--- src/rtl/intercal_alu_seq_pkg.sv ---
// Shared types and constants for the INTERCAL ALU byte-serial sequencer.
package intercal_alu_seq_pkg;

  localparam int BYTE_W     = 8;
  localparam int DEF_OP_W   = 4;
  localparam int DEF_NBYTES = 4;

  typedef enum logic [2:0] {
    LOAD_A = 3'd0,
    LOAD_B = 3'd1,
    EXEC   = 3'd2,
    SEND   = 3'd3,
    CSUM   = 3'd4
  } seq_state_e;

endpackage

--- src/rtl/intercal_alu_sequencer.sv ---
// Byte-serial front/back end for the combinational INTERCAL ALU.
// Optional trailing XOR checksum byte: define INTERCAL_ALU_SEQ_CHECKSUM_EN.
//
// state  | meaning
// LOAD_A | accepting operand A bytes, LSB first; opcode latched with byte 0
// LOAD_B | accepting operand B bytes, LSB first
// EXEC   | one cycle for the ALU to settle; result captured on exit
// SEND   | streaming result bytes, LSB first
// CSUM   | streaming XOR of the result bytes (checksum build only)
module intercal_alu_sequencer
  import intercal_alu_seq_pkg::*;
#(
  parameter int NBYTES = DEF_NBYTES,
  parameter int OP_W   = DEF_OP_W
) (
  input  logic                     clk,
  input  logic                     rst_n,
  input  logic [OP_W-1:0]          cmd_op,
  input  logic [BYTE_W-1:0]        in_data,
  input  logic                     in_valid,
  output logic                     in_ready,
  output logic [OP_W-1:0]          alu_op,
  output logic [BYTE_W*NBYTES-1:0] alu_a,
  output logic [BYTE_W*NBYTES-1:0] alu_b,
  input  logic [BYTE_W*NBYTES-1:0] alu_f,
  output logic [BYTE_W-1:0]        out_data,
  output logic                     out_valid,
  input  logic                     out_ready,
  output logic                     busy
);

  localparam int CNT_W = $clog2(NBYTES + 1);
  localparam logic [CNT_W-1:0] LAST = CNT_W'(NBYTES - 1);

  seq_state_e               state;
  logic [CNT_W-1:0]         cnt;
  logic [BYTE_W*NBYTES-1:0] res_q;
  logic [BYTE_W-1:0]        res_byte;

  assign res_byte = res_q[BYTE_W*int'(cnt) +: BYTE_W];

  // Handshake flags decode straight from registered state so they never
  // depend on the partner's valid/ready in the same cycle.
  assign in_ready = (state == LOAD_A) || (state == LOAD_B);
  assign busy     = !((state == LOAD_A) && (cnt == '0));

`ifdef INTERCAL_ALU_SEQ_CHECKSUM_EN
  logic [BYTE_W-1:0] csum;

  always_comb begin
    csum = '0;
    for (int i = 0; i < NBYTES; i++) begin
      csum = csum ^ res_q[BYTE_W*i +: BYTE_W];
    end
  end

  assign out_valid = (state == SEND) || (state == CSUM);
  assign out_data  = (state == CSUM) ? csum : res_byte;
`else
  assign out_valid = (state == SEND);
  assign out_data  = res_byte;
`endif

  always_ff @(posedge clk) begin
    if (!rst_n) begin
      state  <= LOAD_A;
      cnt    <= '0;
      alu_op <= '0;
      alu_a  <= '0;
      alu_b  <= '0;
      res_q  <= '0;
    end else begin
      case (state)
        LOAD_A: begin
          if (in_valid) begin
            alu_a[BYTE_W*int'(cnt) +: BYTE_W] <= in_data;
            if (cnt == '0) alu_op <= cmd_op;
            if (cnt == LAST) begin
              cnt   <= '0;
              state <= LOAD_B;
            end else begin
              cnt <= cnt + 1'b1;
            end
          end
        end
        LOAD_B: begin
          if (in_valid) begin
            alu_b[BYTE_W*int'(cnt) +: BYTE_W] <= in_data;
            if (cnt == LAST) begin
              cnt   <= '0;
              state <= EXEC;
            end else begin
              cnt <= cnt + 1'b1;
            end
          end
        end
        EXEC: begin
          res_q <= alu_f;
          cnt   <= '0;
          state <= SEND;
        end
        SEND: begin
          if (out_ready) begin
            if (cnt == LAST) begin
              cnt <= '0;
`ifdef INTERCAL_ALU_SEQ_CHECKSUM_EN
              state <= CSUM;
`else
              state <= LOAD_A;
`endif
            end else begin
              cnt <= cnt + 1'b1;
            end
          end
        end
`ifdef INTERCAL_ALU_SEQ_CHECKSUM_EN
        CSUM: begin
          if (out_ready) begin
            cnt   <= '0;
            state <= LOAD_A;
          end
        end
`endif
        default: begin
          cnt   <= '0;
          state <= LOAD_A;
        end
      endcase
    end
  end

endmodule
--- config.mk ---
export PLATFORM = sky130hd
export DESIGN_NAME = intercal_alu_sequencer
export DESIGN_NICKNAME = d
export VERILOG_FILES = /design/src/rtl/intercal_alu_seq_pkg.sv /design/src/rtl/intercal_alu_sequencer.sv
export SDC_FILE = /design/constraint.sdc
export NUM_CORES = 1
export LEC_CHECK = 0
export ABC_AREA = 0
export CAP_MARGIN = 20
export CORE_MARGIN = 5
export CORE_UTILIZATION = 30
export CTS_BUF_LIST = sky130_fd_sc_hd__clkbuf_4
export DETAILED_ROUTE_END_ITERATION = 16
export RECOVER_POWER = 100
export SLEW_MARGIN = 5
export SYNTH_ARGS = -nofsm -noshare
export SYNTH_HDL_FRONTEND = slang
export SYNTH_SLANG_ARGS = --single-unit
--- constraint.sdc ---
create_clock -name clk -period 2.2 [get_ports clk]
set_input_delay 0.66 -clock clk [delete_from_list [all_inputs] [get_ports clk]]
set_output_delay 0.66 -clock clk [all_outputs]
set_load 0.1 [all_outputs]
# Yosys cells after proc, flatten, opt, wreduce, memory -nomap -nowiden
# Cells that the tools add are included.
[totals]
ff_bits = 106
inputBits = 48
word_cells = 46
[classes]
n_reduce_logical = 11
n_eq_ne = 11
shifts = 3
muxes = 13
n_addsub = 2
[op_table]
columns = ["operator", "count"]
rows = [
  ["bitwise mux 32 bit", 2],
  ["negator 6 -> 33 bit", 1],
  ["variable shift 8 x 33 -> 32 bit (first input constant)", 1],
  ["indexed part select 8 x 33 -> 32 bit", 1],
  ["indexed part select 32 x 7 -> 8 bit", 1],
  ["two-way mux 3 bit", 9],
  ["one-hot mux 3 bit (4 select lines)", 1],
  ["!= test 2 x 1 -> 1 bit (second input constant)", 5],
  ["== test 3 x 2 -> 1 bit (second input constant)", 3],
  ["zero test 3 bit", 2],
  ["one-hot mux 3 bit (2 select lines)", 1],
  ["AND reduction 2 bit", 3],
  ["AND reduction 6 bit", 1],
  ["!= test 2 bit (second input constant)", 2],
  ["adder 3 x 1 -> 3 bit (second input constant)", 1],
  ["== test 3 x 1 -> 1 bit (second input constant)", 1],
  ["AND reduction 3 bit", 1],
  ["OR reduction 2 bit", 1],
  ["logical AND 1 bit", 1],
  ["zero test 1 bit", 1],
  ["logical OR 1 bit", 1],
]

# Logic depth before layout (Yosys ltp)
# Gate-level depths: netlist (run 1).
[logic_depth]
word_depth = 4
ltp_mapped = 9
depth_no_buf = 7

# Worst setup path after synthesis (run 1)
# OpenSTA, ideal clock, no wires.
[synth_timing]
path_type = "reg-to-output"
from = "register cnt[1]"
to = "output port busy"
t_arrival_ps = 1827
n_path_buf = 1
stages_incl_launch_ff = 6
path_slack_ps = -287
cell_sequence = "dfxtp_1 -> buf_1 -> inv_1 -> ha_1 -> ha_1 -> nand2_1"
[synth_via]
elab_chain_cells = 3
[synth_rtl]
columns = ["item", "line", "rtl"]
rows = [
  ["start: declaration", "intercal_alu_sequencer.sv:36", "logic [CNT_W-1:0] cnt;"],
  ["start signal: assignment", "intercal_alu_sequencer.sv:82", "cnt <= cnt + 1'b1;"],
  ["start signal: assignment", "intercal_alu_sequencer.sv:93", "cnt <= cnt + 1'b1;"],
  ["start signal: assignment", "intercal_alu_sequencer.sv:112", "cnt <= cnt + 1'b1;"],
  ["zero test 3 bit", "intercal_alu_sequencer.sv:45", "assign busy = !((state == LOAD_A) && (cnt == '0));"],
  ["logical AND 1 bit", "intercal_alu_sequencer.sv:45", ""],
  ["zero test 1 bit", "intercal_alu_sequencer.sv:45", ""],
  ["end: declaration", "intercal_alu_sequencer.sv:29", "output logic busy"],
]
# No other way between the ends.

# Final worst setup path (run 1)
[layout_timing]
from = "register cnt[0]"
to = "output port out_data[7]"
[layout_via]
elab_chain_cells = 1
[layout_rtl]
columns = ["item", "line", "rtl"]
rows = [
  ["indexed part select 32 x 7 -> 8 bit", "intercal_alu_sequencer.sv:40", "assign res_byte = res_q[BYTE_W*int'(cnt) +: BYTE_W];"],
  ["end: declaration", "intercal_alu_sequencer.sv:26", "output logic [BYTE_W-1:0] out_data,"],
]
# No other way between the ends.

==> out/results.txt, run 1 <==
status: finished, violations left
violated checks: negative setup slack
post-route ant nets: 0
final setup TNS: -3.845 ns
Most used DFF post-synth: dfxtp_1
max-cap violations: 0
Cell Rows: 45
final hold slack: 0.4686 ns
leak pwr: 2.530 nW
Post-route DRC: 0
Multi-input gate area: 2447 um2
NumNets Final: 631
R2R Path End: alu_a[28]$_SDFFE_PN0P_
Net Count, Synth: 482
Final Worst Setup Slack: -0.3075 ns
Mapped Cells: 425
mux cell area share after synthesis: 0.2623
normalized max-slew margin: 0.2810
worst slew pin tran: 1.078 ns
number of synthesized register bits: 105
Die Wd: 134.1 um
initial antenna violation count: 1
Worst Path Required: 1.54 ns
commonest non-fill, non-tap cell in the layout: dfxtp_1
CP max stage delay: 0.49 ns
routed length per instance: 16.20 um
CTS clk-pin slew, worst paths: 0.17 ns
Tmin final: 2.508 ns
post-DP HPWL: 8872 um
CORE AREA: 15150 um2
CTS tree: yes
RePlAce Congestion: 0.7423
CTS Buffer Depth: 2
Seq/Total Area, Yosys: 0.4552
final hold viol count: 0
number of global-route vias before repair: 3610
post-route insts no fill: 768
reg2reg start: cnt[0]$_SDFFE_PN0P_
fin area: 6574 um2
WL met1: 5714 um
crit path kind: reg -> out
RSZ-0062 raised after global routing: yes
Overall Power: 3.606 mW
max layer used: met4
Syn Std Cell Area: 4618 um2
most frequent cells in the layout: 101 x dfxtp_1, 98 x mux2i_1, 88 x buf_4
First-pass DRT Iterations: 4
Post-Synth XOR/XNOR Area: 0
Setup crit start kind: register
Via-to-Cell Ratio: 4.564
synth warn: 0
cts bufs inserted: 9
largest family of logic cells by synthesized area: multiplexers
clock root buffer: clkbuf_4
CTS HTree Levels: 3
final wirelength: 12440 um
Peak VDD IR: 0.0003201 V
Register-to-Register Setup Slack: -0.08 ns
crit path DAT: 1.85 ns
Synth Area in Compound Gates: 0.01300
Storage cell area: 2112 um2
first-pass GRT wire length: 19130 um
pin count of the biggest net entering global routing: 73
Worst Min Path Start: alu_b[22]$_SDFFE_PN0P_
grt ovf: 0
final critical-path share of the clock period: 1.140
Initial Utilization: 0.3049
share of cells above drive strength 1: 0.3057
Vias: 3505
# IOs: 127
worst-path cell chain: clkbuf_16 > mux4_2 > and2_4 > buf_12
Crit Path Max Fanout: 4
Reg2Reg Depth: 14
fmax: 0.3988 GHz
syn avg cell area: 10.87 um2
I/O Buffers: 126
DP Area: 6218 um2
die footprint: 17970 um2
Layout Utilization: 0.4340
Hold Path Cell Cnt: 2
Distinct cells, synth: 30
simple logic cell fraction of the synthesized area: 0.2140
Final Slew Violations: 0
met2 wire length: 5861 um
EDFF count, synth: 0
hold buffers post-CTS: 0
area grow syn2layout: 42.35%
slowest stage cell on the critical path: mux4_2
die extent in y: 134.1 um
drt first-iter violations: 91
Inst Count DP: 736
async set-reset flop share out of synthesis: 0
met3 WL post-DR: 679 um
filler cell count: 1428
HP Class: reg -> reg
Pwr Density: 548.6 nW/um2
Crit. End Element: primary output
Synth Area in Adders: 0.02438
Layout Skew: 0.02148 ns
Clock Sinks: 105
Hold Path End: alu_b[22]$_SDFFE_PN0P_
final setup vio count: 48
Global Route Usage Sum: 0.1355
clock latency at the later pin of the worst-skew pair: 0.49 ns
Place WS: 0.003865 ns
==> worst max-delay path by stage <==
stage | startpoint | to | slack (ns) | cells after the start
floorplan | cnt[1]$_SDFFE_PN0P_ | alu_a[16]$_SDFFE_PN0P_ | 0.04 | 8
global placement | in_valid | alu_b[24]$_SDFFE_PN0P_ | -0.008 | 7
detailed placement | in_valid | alu_a[11]$_SDFFE_PN0P_ | 0.004 | 7
CTS | cnt[0]$_SDFFE_PN0P_ | out_data[7] | -0.42 | 4
global route | cnt[0]$_SDFFE_PN0P_ | out_data[7] | -0.40 | 4
finish | cnt[0]$_SDFFE_PN0P_ | out_data[7] | -0.31 | 4
==> synthesized netlist by cell type (3+ instances only) <==
library cell,n,area [um2]
nand2b_1,3,18.77
nor3_4,4,65.06
buf_2,4,20.02
mux2i_1,100,1001
mux4_1,8,210.2
and2_1,16,100.1
buf_6,4,45.04
clkbuf_1,14,52.55
dfxtp_1,105,2102
nand3_1,5,25.02
nand2_1,53,198.9
ha_1,9,112.6
nor2b_1,69,431.7
nor2_1,5,18.77
inv_1,6,22.52
==> final cells by class <==
type	count	area share
Antenna cell	1	0.0003807
Clock buffer	9	0.01028
Clock inverter	7	0.01199
Inverter	6	0.004758
Multi-Input combinational cell	291	0.3723
Sequential cell	105	0.3213
Tap cell	188	0.03578
Timing Repair Buffer	161	0.2432
==> flip-flops by register name (all words and copies together) (netlist names) <==
| signal | flops |
|---|---|
| alu_a | 32 |
| alu_b | 32 |
| alu_op | 4 |
| cnt | 3 |
| res_q | 32 |
| state | 2 |
==> timing repair <==
item	CTS	global route
pin swaps	3	15
setup endpoints to repair	11	28
gates resized for setup	28	21
setup buffers	10	4
cloned	0	1
==> layer usage <==
| layer | global-route usage | vias up |
|---|---|---|
| li1 | - | 1729 |
| met4 | 0.05034 | 0 |
| met5 | 0 | - |
| met1 | 0.1721 | 1685 |
| met3 | 0.03751 | 12 |
| met2 | 0.2207 | 79 |
==> worst max-delay path, delay by kind of cell, from the launching register on <==
family	cells	cell delay, ns
muxes	1	0.49
DFF	1	0.41
buffers and inverters	2	0.31
and+or+nand+nor	1	0.16
==> logic make-up (layout without fill, tap and decap cells) <==
family                     count (synthesis)  in the layout
muxes                                    108            108
and+or+nand+nor                          166            166
other                                      0              1
DFF                                      105            105
buffers and inverters                     29            183
AOI/OAI and AO/OA                          8              8
adders and majority gates                  9              9
==> report_power, final <==
part           leakage, nW  switching [mW]  internal [mW]
sequential           0.849          0.0150           1.92
clock               0.0740           0.675          0.356
combinational         1.61           0.359          0.278
total                 2.53            1.05           2.56
No activity file was read; power rests on OpenSTA's default activity.
==> run 2, diff against run 1 <==
--- a/config.mk
+++ b/config.mk
@@ -10,7 +10,9 @@
 export CORE_MARGIN = 5
 export CORE_UTILIZATION = 30
 export CTS_BUF_LIST = sky130_fd_sc_hd__clkbuf_4
+export CTS_CLUSTER_SIZE = 28
 export DETAILED_ROUTE_END_ITERATION = 16
+export MAX_ROUTING_LAYER = met4
 export RECOVER_POWER = 100
 export SLEW_MARGIN = 5
 export SYNTH_ARGS = -nofsm -noshare
==> run 2 against run 1 <==
The run still ends with negative setup slack left. Sequential power is essentially flat. Routed wire length about the same. Count of clock-buffer cells in the layout is the same. Non-clock buffer count unchanged. Utilization unchanged. Critical endpoint is now out_data[2]. Largest power group unchanged.
==> out/results.txt, run 2 (synthesized netlist as in run 1, its figures left out) <==
final wirelength: 12450 um (about the same)
status: finished, violations left
drt first-iter violations: 100 (+9.9%)
die footprint: 17970 um2 (unchanged)
RSZ-0062 raised after global routing: yes
Register-to-Register Setup Slack: -0.08 ns (about the same)
leak pwr: 2.530 nW (unchanged)
grt ovf: 0 (unchanged)
Vias: 3511 (+0.17%)
Post-route DRC: 0 (unchanged)
CTS HTree Levels: 3 (unchanged)
CP max stage delay: 0.48 ns (about the same)
# IOs: 127 (unchanged)
CTS Buffer Depth: 2 (unchanged)
post-DP HPWL: 8872 um (unchanged)
First-pass DRT Iterations: 4 (unchanged)
post-route ant nets: 0 (unchanged)
Setup crit start kind: register
area grow syn2layout: 42.35% (unchanged)
RePlAce Congestion: 0.7516 (+1.3%)
final hold viol count: 0 (unchanged)
reg2reg start: cnt[0]$_SDFFE_PN0P_
Worst Path Required: 1.54 ns (about the same)
final critical-path share of the clock period: 1.136 (-0.003372)
share of cells above drive strength 1: 0.3057 (unchanged)
Multi-input gate area: 2447 um2 (unchanged)
CORE AREA: 15150 um2 (unchanged)
Inst Count DP: 736 (unchanged)
most frequent cells in the layout: 101 x dfxtp_1, 98 x mux2i_1, 88 x buf_4
crit path DAT: 1.84 ns (about the same)
violated checks: negative setup slack
fin area: 6574 um2 (unchanged)
max-cap violations: 0 (unchanged)
Final Worst Setup Slack: -0.3001 ns (+0.007418 ns)
Storage cell area: 2112 um2 (unchanged)
clock latency at the later pin of the worst-skew pair: 0.48 ns (about the same)
NumNets Final: 631 (unchanged)
fmax: 0.4000 GHz (+0.30%)
grt met2 use: 0.2195 (-0.001123)
CTS clk-pin slew, worst paths: 0.17 ns (about the same)
Die Wd: 134.1 um (unchanged)
commonest non-fill, non-tap cell in the layout: dfxtp_1
DP Area: 6218 um2 (unchanged)
R2R Path End: alu_a[28]$_SDFFE_PN0P_
first-pass GRT wire length: 19110 um (-0.14%)
routed length per instance: 16.20 um (about the same)
Reg2Reg Depth: 14 (unchanged)
Tmin final: 2.500 ns (-0.007418 ns)
normalized max-slew margin: 0.2767 (-0.004391)
filler cell count: 1428 (unchanged)
Cell Rows: 45 (unchanged)
Pwr Density: 549.0 nW/um2 (about the same)
Layout Skew: 0.02120 ns (-0.0002877 ns)
number of global-route vias before repair: 3613 (+0.083%)
slowest stage cell on the critical path: mux4_2
worst-path cell chain: clkbuf_16 > mux4_2 > and2_4 > buf_12
Global Route Usage Sum: 0.1395 (+0.003967)
post-route insts no fill: 768 (unchanged)
CP endpoint: out_data[2]
Final Slew Violations: 0 (unchanged)
worst slew pin tran: 1.085 ns (+0.006587 ns)
top flop regs: alu_a x32, alu_b x32, res_q x32
final hold slack: 0.4681 ns (-0.0004790 ns)
die extent in y: 134.1 um (unchanged)
I/O Buffers: 126 (unchanged)
Layout Utilization: 0.4340 (unchanged)
GR peak layer: met2
Clock Sinks: 105 (unchanged)
pin count of the biggest net entering global routing: 73 (unchanged)
met1 Usage GRT: 0.1749 (+0.002791)
Crit. End Element: primary output
CTS tree: yes
Via-to-Cell Ratio: 4.572 (+0.17%)
Peak VDD IR: 0.0003206 V (+0.18%)
Crit Path Max Fanout: 4 (unchanged)
cts bufs inserted: 9 (unchanged)
crit path kind: reg -> out
final setup TNS: -3.805 ns (+0.04026 ns)
HP Class: reg -> reg
launch point of the critical path: cnt[0]$_SDFFE_PN0P_
clock root buffer: clkbuf_4
Initial Utilization: 0.3049 (unchanged)
GRT met3 Usage: 0.03451 (-0.003001)
final setup vio count: 48 (unchanged)
initial antenna violation count: 1 (unchanged)
==> run 2: cell counts in the layout (fill, tap and decap cells not counted) <==
No cell type changed its count.
==> run 2: worst min-delay path by stage <==
stage,start,cells past startpoint,slack [ns],to
2_1_floorplan,res_q[10]$_SDFFE_PN0N_,2,0.47,res_q[10]$_SDFFE_PN0N_
3_3_place_gp,alu_a[6]$_SDFFE_PN0P_,2,0.45,alu_a[6]$_SDFFE_PN0P_
3_5_place_dp,alu_b[22]$_SDFFE_PN0P_,2,0.45,alu_b[22]$_SDFFE_PN0P_
4_1_cts,alu_b[22]$_SDFFE_PN0P_,2,0.47,alu_b[22]$_SDFFE_PN0P_
5_1_grt,alu_a[6]$_SDFFE_PN0P_,2,0.49,alu_a[6]$_SDFFE_PN0P_
6_report,alu_b[22]$_SDFFE_PN0P_,2,0.47,alu_b[22]$_SDFFE_PN0P_
==> run 2: critical path, delay by kind of cell, from the launching register on <==
| kind | cells | cell delay, ns |
|---|---|---|
| muxes | 1 | 0.48 |
| DFF | 1 | 0.41 |
| and+or+nand+nor | 1 | 0.16 |
| buffers and inverters | 2 | 0.31 |
==> run 2: area by class of cell <==
cell class              count  share of cell area
clock buffers               9             0.01028
inverters                   6            0.004758
diodes                      1           0.0003807
flip-flops and latches    105              0.3213
clock inverters             7             0.01199
well taps                 188             0.03578
multi-input cells         291              0.3723
repair buffers            161              0.2432
==> run 2: timing repair <==
item | in CTS | in global routing
buffers inserted | 10 | 4
hold buffers | 0 | 0
pin swaps | 3 | 15
endpoints found under the setup margin | 11 | 29
cloned | 0 | 1
resized for setup | 28 | 21
==> run 2: metal layers <==
metal  up-vias  wire, um
met5         -         0
met4         0       176
met3        13       545
met2        72      5891
met1      1692      5832
li1       1734         -
==> run 2: where the power goes <==
| group | internal, mW | switching [mW] | total [mW] |
|---|---|---|---|
| clock | 0.356 | 0.678 | 1.03 |
| combinational | 0.278 | 0.359 | 0.638 |
| sequential | 1.92 | 0.0151 | 1.94 |
| total | 2.56 | 1.05 | 3.61 |
==> run 2: stage by stage <==
stage	setup slack, ns	power [mW]
floorplan	0.04357	2.326
global placement	-0.007814	2.539
detailed placement	0.003865	2.544
CTS	-0.4155	3.621
global route	-0.4036	3.760
finish	-0.3001	3.609
==> run 3, diff against run 2 <==
--- a/config.mk
+++ b/config.mk
@@ -13,6 +13,7 @@
 export CTS_CLUSTER_SIZE = 28
 export DETAILED_ROUTE_END_ITERATION = 16
 export MAX_ROUTING_LAYER = met4
+export PLACE_DENSITY_LB_ADDON = 0.15
 export RECOVER_POWER = 100
 export SLEW_MARGIN = 5
 export SYNTH_ARGS = -nofsm -noshare
==> run 3 against run 2 <==
The run still ends with negative setup slack left. Register-to-register slack improved by 0.04 ns. Count of clock-buffer cells in the layout increased by 1. Flip-flop and latch count stayed put. Maximum frequency down 2.3%. Non-clock buffer count increased by 1. Sequential share of layout area is 0.076 points lower. Highest routed layer unchanged.
==> out/results.txt, run 3 (synthesized netlist as in run 1, its figures left out) <==
fin area: 6574 um2 (unchanged)
clock latency at the later pin of the worst-skew pair: 0.47 ns (about the same)
Crit Path Max Fanout: 4 (unchanged)
Pwr Density: 563.2 nW/um2 (+2.6%)
top flop regs: alu_a x32, alu_b x32, res_q x32
CTS HTree Levels: 3 (unchanged)
Inst Count DP: 738 (+0.27%)
Switching Fraction: 0.2770 (-0.01455)
First-pass DRT Iterations: 4 (unchanged)
Vias: 3453 (-1.7%)
RSZ-0062 raised after global routing: yes
I/O Buffers: 126 (unchanged)
reg2reg start: cnt[0]$_SDFFE_PN0P_
Peak VDD IR: 0.0003928 V (+22%)
CTS Buffer Depth: 2 (unchanged)
final setup TNS: -2.787 ns (+1.017 ns)
buffer and inverter count on the worst path: 3 (+1)
share of cells above drive strength 1: 0.2966 (-0.009148)
Global Route Usage Sum: 0.1412 (+0.001719)
final setup vio count: 17 (-65%)
Layout Utilization: 0.4340 (unchanged)
pin count of the biggest net entering global routing: 33 (-55%)
area grow syn2layout: 42.35% (unchanged)
Crit. End Element: primary output
worst slew pin tran: 1.051 ns (-0.03409 ns)
max-cap violations: 0 (unchanged)
NumNets Final: 632 (+0.16%)
Tmin final: 2.559 ns (+0.05922 ns)
drt first-iter violations: 153 (+53%)
Clock Sinks: 105 (unchanged)
post-DP HPWL: 8684 um (-2.1%)
violated checks: negative setup slack
die extent in y: 134.1 um (unchanged)
Comb pwr share: 0.169 (-0.008)
CP most frequent cell: buf_12
number of global-route vias before repair: 3659 (+1.3%)
final wirelength: 12070 um (-3.0%)
Worst Path Required: 1.54 ns (about the same)
final hold slack: 0.4683 ns (+0.0001190 ns)
commonest non-fill, non-tap cell in the layout: dfxtp_1
post-route ant nets: 0 (unchanged)
worst-path cell chain: buf_12 > buf_16 > mux4_2 > and2_4 > buf_12
CP max stage delay: 0.49 ns (about the same)
CORE AREA: 15150 um2 (unchanged)
cts bufs inserted: 9 (unchanged)
RePlAce Congestion: 0.7485 (-0.41%)
HP Class: reg -> reg
Internal: 2.677 mW (+4.7%)
launch point of the critical path: cnt[0]$_SDFFE_PN0P_
Clock Power Share: 0.307 (+0.021)
Cell Rows: 45 (unchanged)
status: finished, violations left
leak pwr: 2.540 nW (+0.37%)
Final Worst Setup Slack: -0.3593 ns (-0.05922 ns)
Reg power frac: 0.524 (-0.013)
Final Slew Violations: 0 (unchanged)
first-pass GRT wire length: 19420 um (+1.6%)
Initial Utilization: 0.3049 (unchanged)
Setup crit start kind: register
most frequent cells in the layout: 103 x dfxtp_1, 100 x mux2i_1, 91 x buf_4
final hold viol count: 0 (unchanged)
# IOs: 127 (unchanged)
Via-to-Cell Ratio: 4.490 (-1.8%)
slowest stage cell on the critical path: mux4_2
Worst Min Path Start: alu_a[0]$_SDFFE_PN0P_
normalized max-slew margin: 0.2994 (+0.02273)
Overall Power: 3.703 mW (+2.6%)
die footprint: 17970 um2 (unchanged)
routed length per instance: 15.69 um (-3.2%)
CTS tree: yes
fmax: 0.3907 GHz (-2.3%)
Worst path top cell family by delay: multiplexers
grt ovf: 0 (unchanged)
post-route insts no fill: 769 (+0.13%)
crit path DAT: 1.90 ns (+0.06 ns)
Post-route DRC: 0 (unchanged)
clock root buffer: clkbuf_4
CTS clk-pin slew, worst paths: 0.16 ns (about the same)
Layout Skew: 0.02127 ns (+0.00007410 ns)
Switch Pwr: 1.026 mW (-2.5%)
DP Area: 6223 um2 (about the same)
Place WS: 0.02440 ns (+0.02054 ns)
crit path kind: reg -> out
Die Wd: 134.1 um (unchanged)
initial antenna violation count: 1 (unchanged)
final critical-path share of the clock period: 1.163 (+0.02692)
[run 3: cell count changes in the layout (fill, tap and decap cells not counted), sizes merged]
cell / previous run / this run
clkinv: 3 / 1
inv: 6 / 7
bufinv: 1 / 2
buf: 112 / 114
clkinvlp: 3 / 2
[run 3: worst paths after layout]
path,endpoint,slack (ns),cells past startpoint
worst max-delay path,out_data[5],-0.36,5
worst min-delay path,alu_a[0]$_SDFFE_PN0P_,0.47,2
worst max register to register,alu_a[11]$_SDFFE_PN0P_,-0.04,13
worst min register to register,alu_a[0]$_SDFFE_PN0P_,0.47,2
[run 3: power by group through the flow]
| stage | registers, mW | logic, mW | clock network (mW) |
|---|---|---|---|
| 5_1_grt | 1.94 | 0.669 | 1.26 |
| 2_1_floorplan | 2.09 | 0.232 | 0 |
| 4_1_cts | 1.94 | 0.620 | 1.19 |
| 3_3_place_gp | 1.98 | 0.555 | 0 |
| 6_report | 1.94 | 0.627 | 1.14 |
| 3_5_place_dp | 1.98 | 0.559 | 0 |
[run 3: layer usage]
layer	vias to the layer above	global-route usage	share of wire
met5	-	-	0
met4	0	0.05147	0.020
met3	17	0.03338	0.039
met2	77	0.2111	0.47
met1	1634	0.1870	0.48
li1	1725	-	-
[run 3: area by class of cell]
class,count,area (um2)
antenna,1,2.502
clock buffer,10,75.07
clock inverter,6,91.34
fill,1452,8572
inverter,6,25.02
multi-input combinational,291,2425
sequential,105,2107
tap,188,235.2
timing repair buffer,162,1613
[run 3: worst min-delay path: stages, from the launching register on]
cell     delay (ns)
dfxtp_1        0.34
nand2_1        0.05
mux2i_1        0.05
[run 3: repair_timing]
item,in CTS,in global routing
resized for setup,34,11
pin swaps,12,4
hold buffers,0,0
gates cloned,1,0
endpoints found under the hold margin,0,0
endpoints found under the setup margin,10,72
setup buffers,11,4
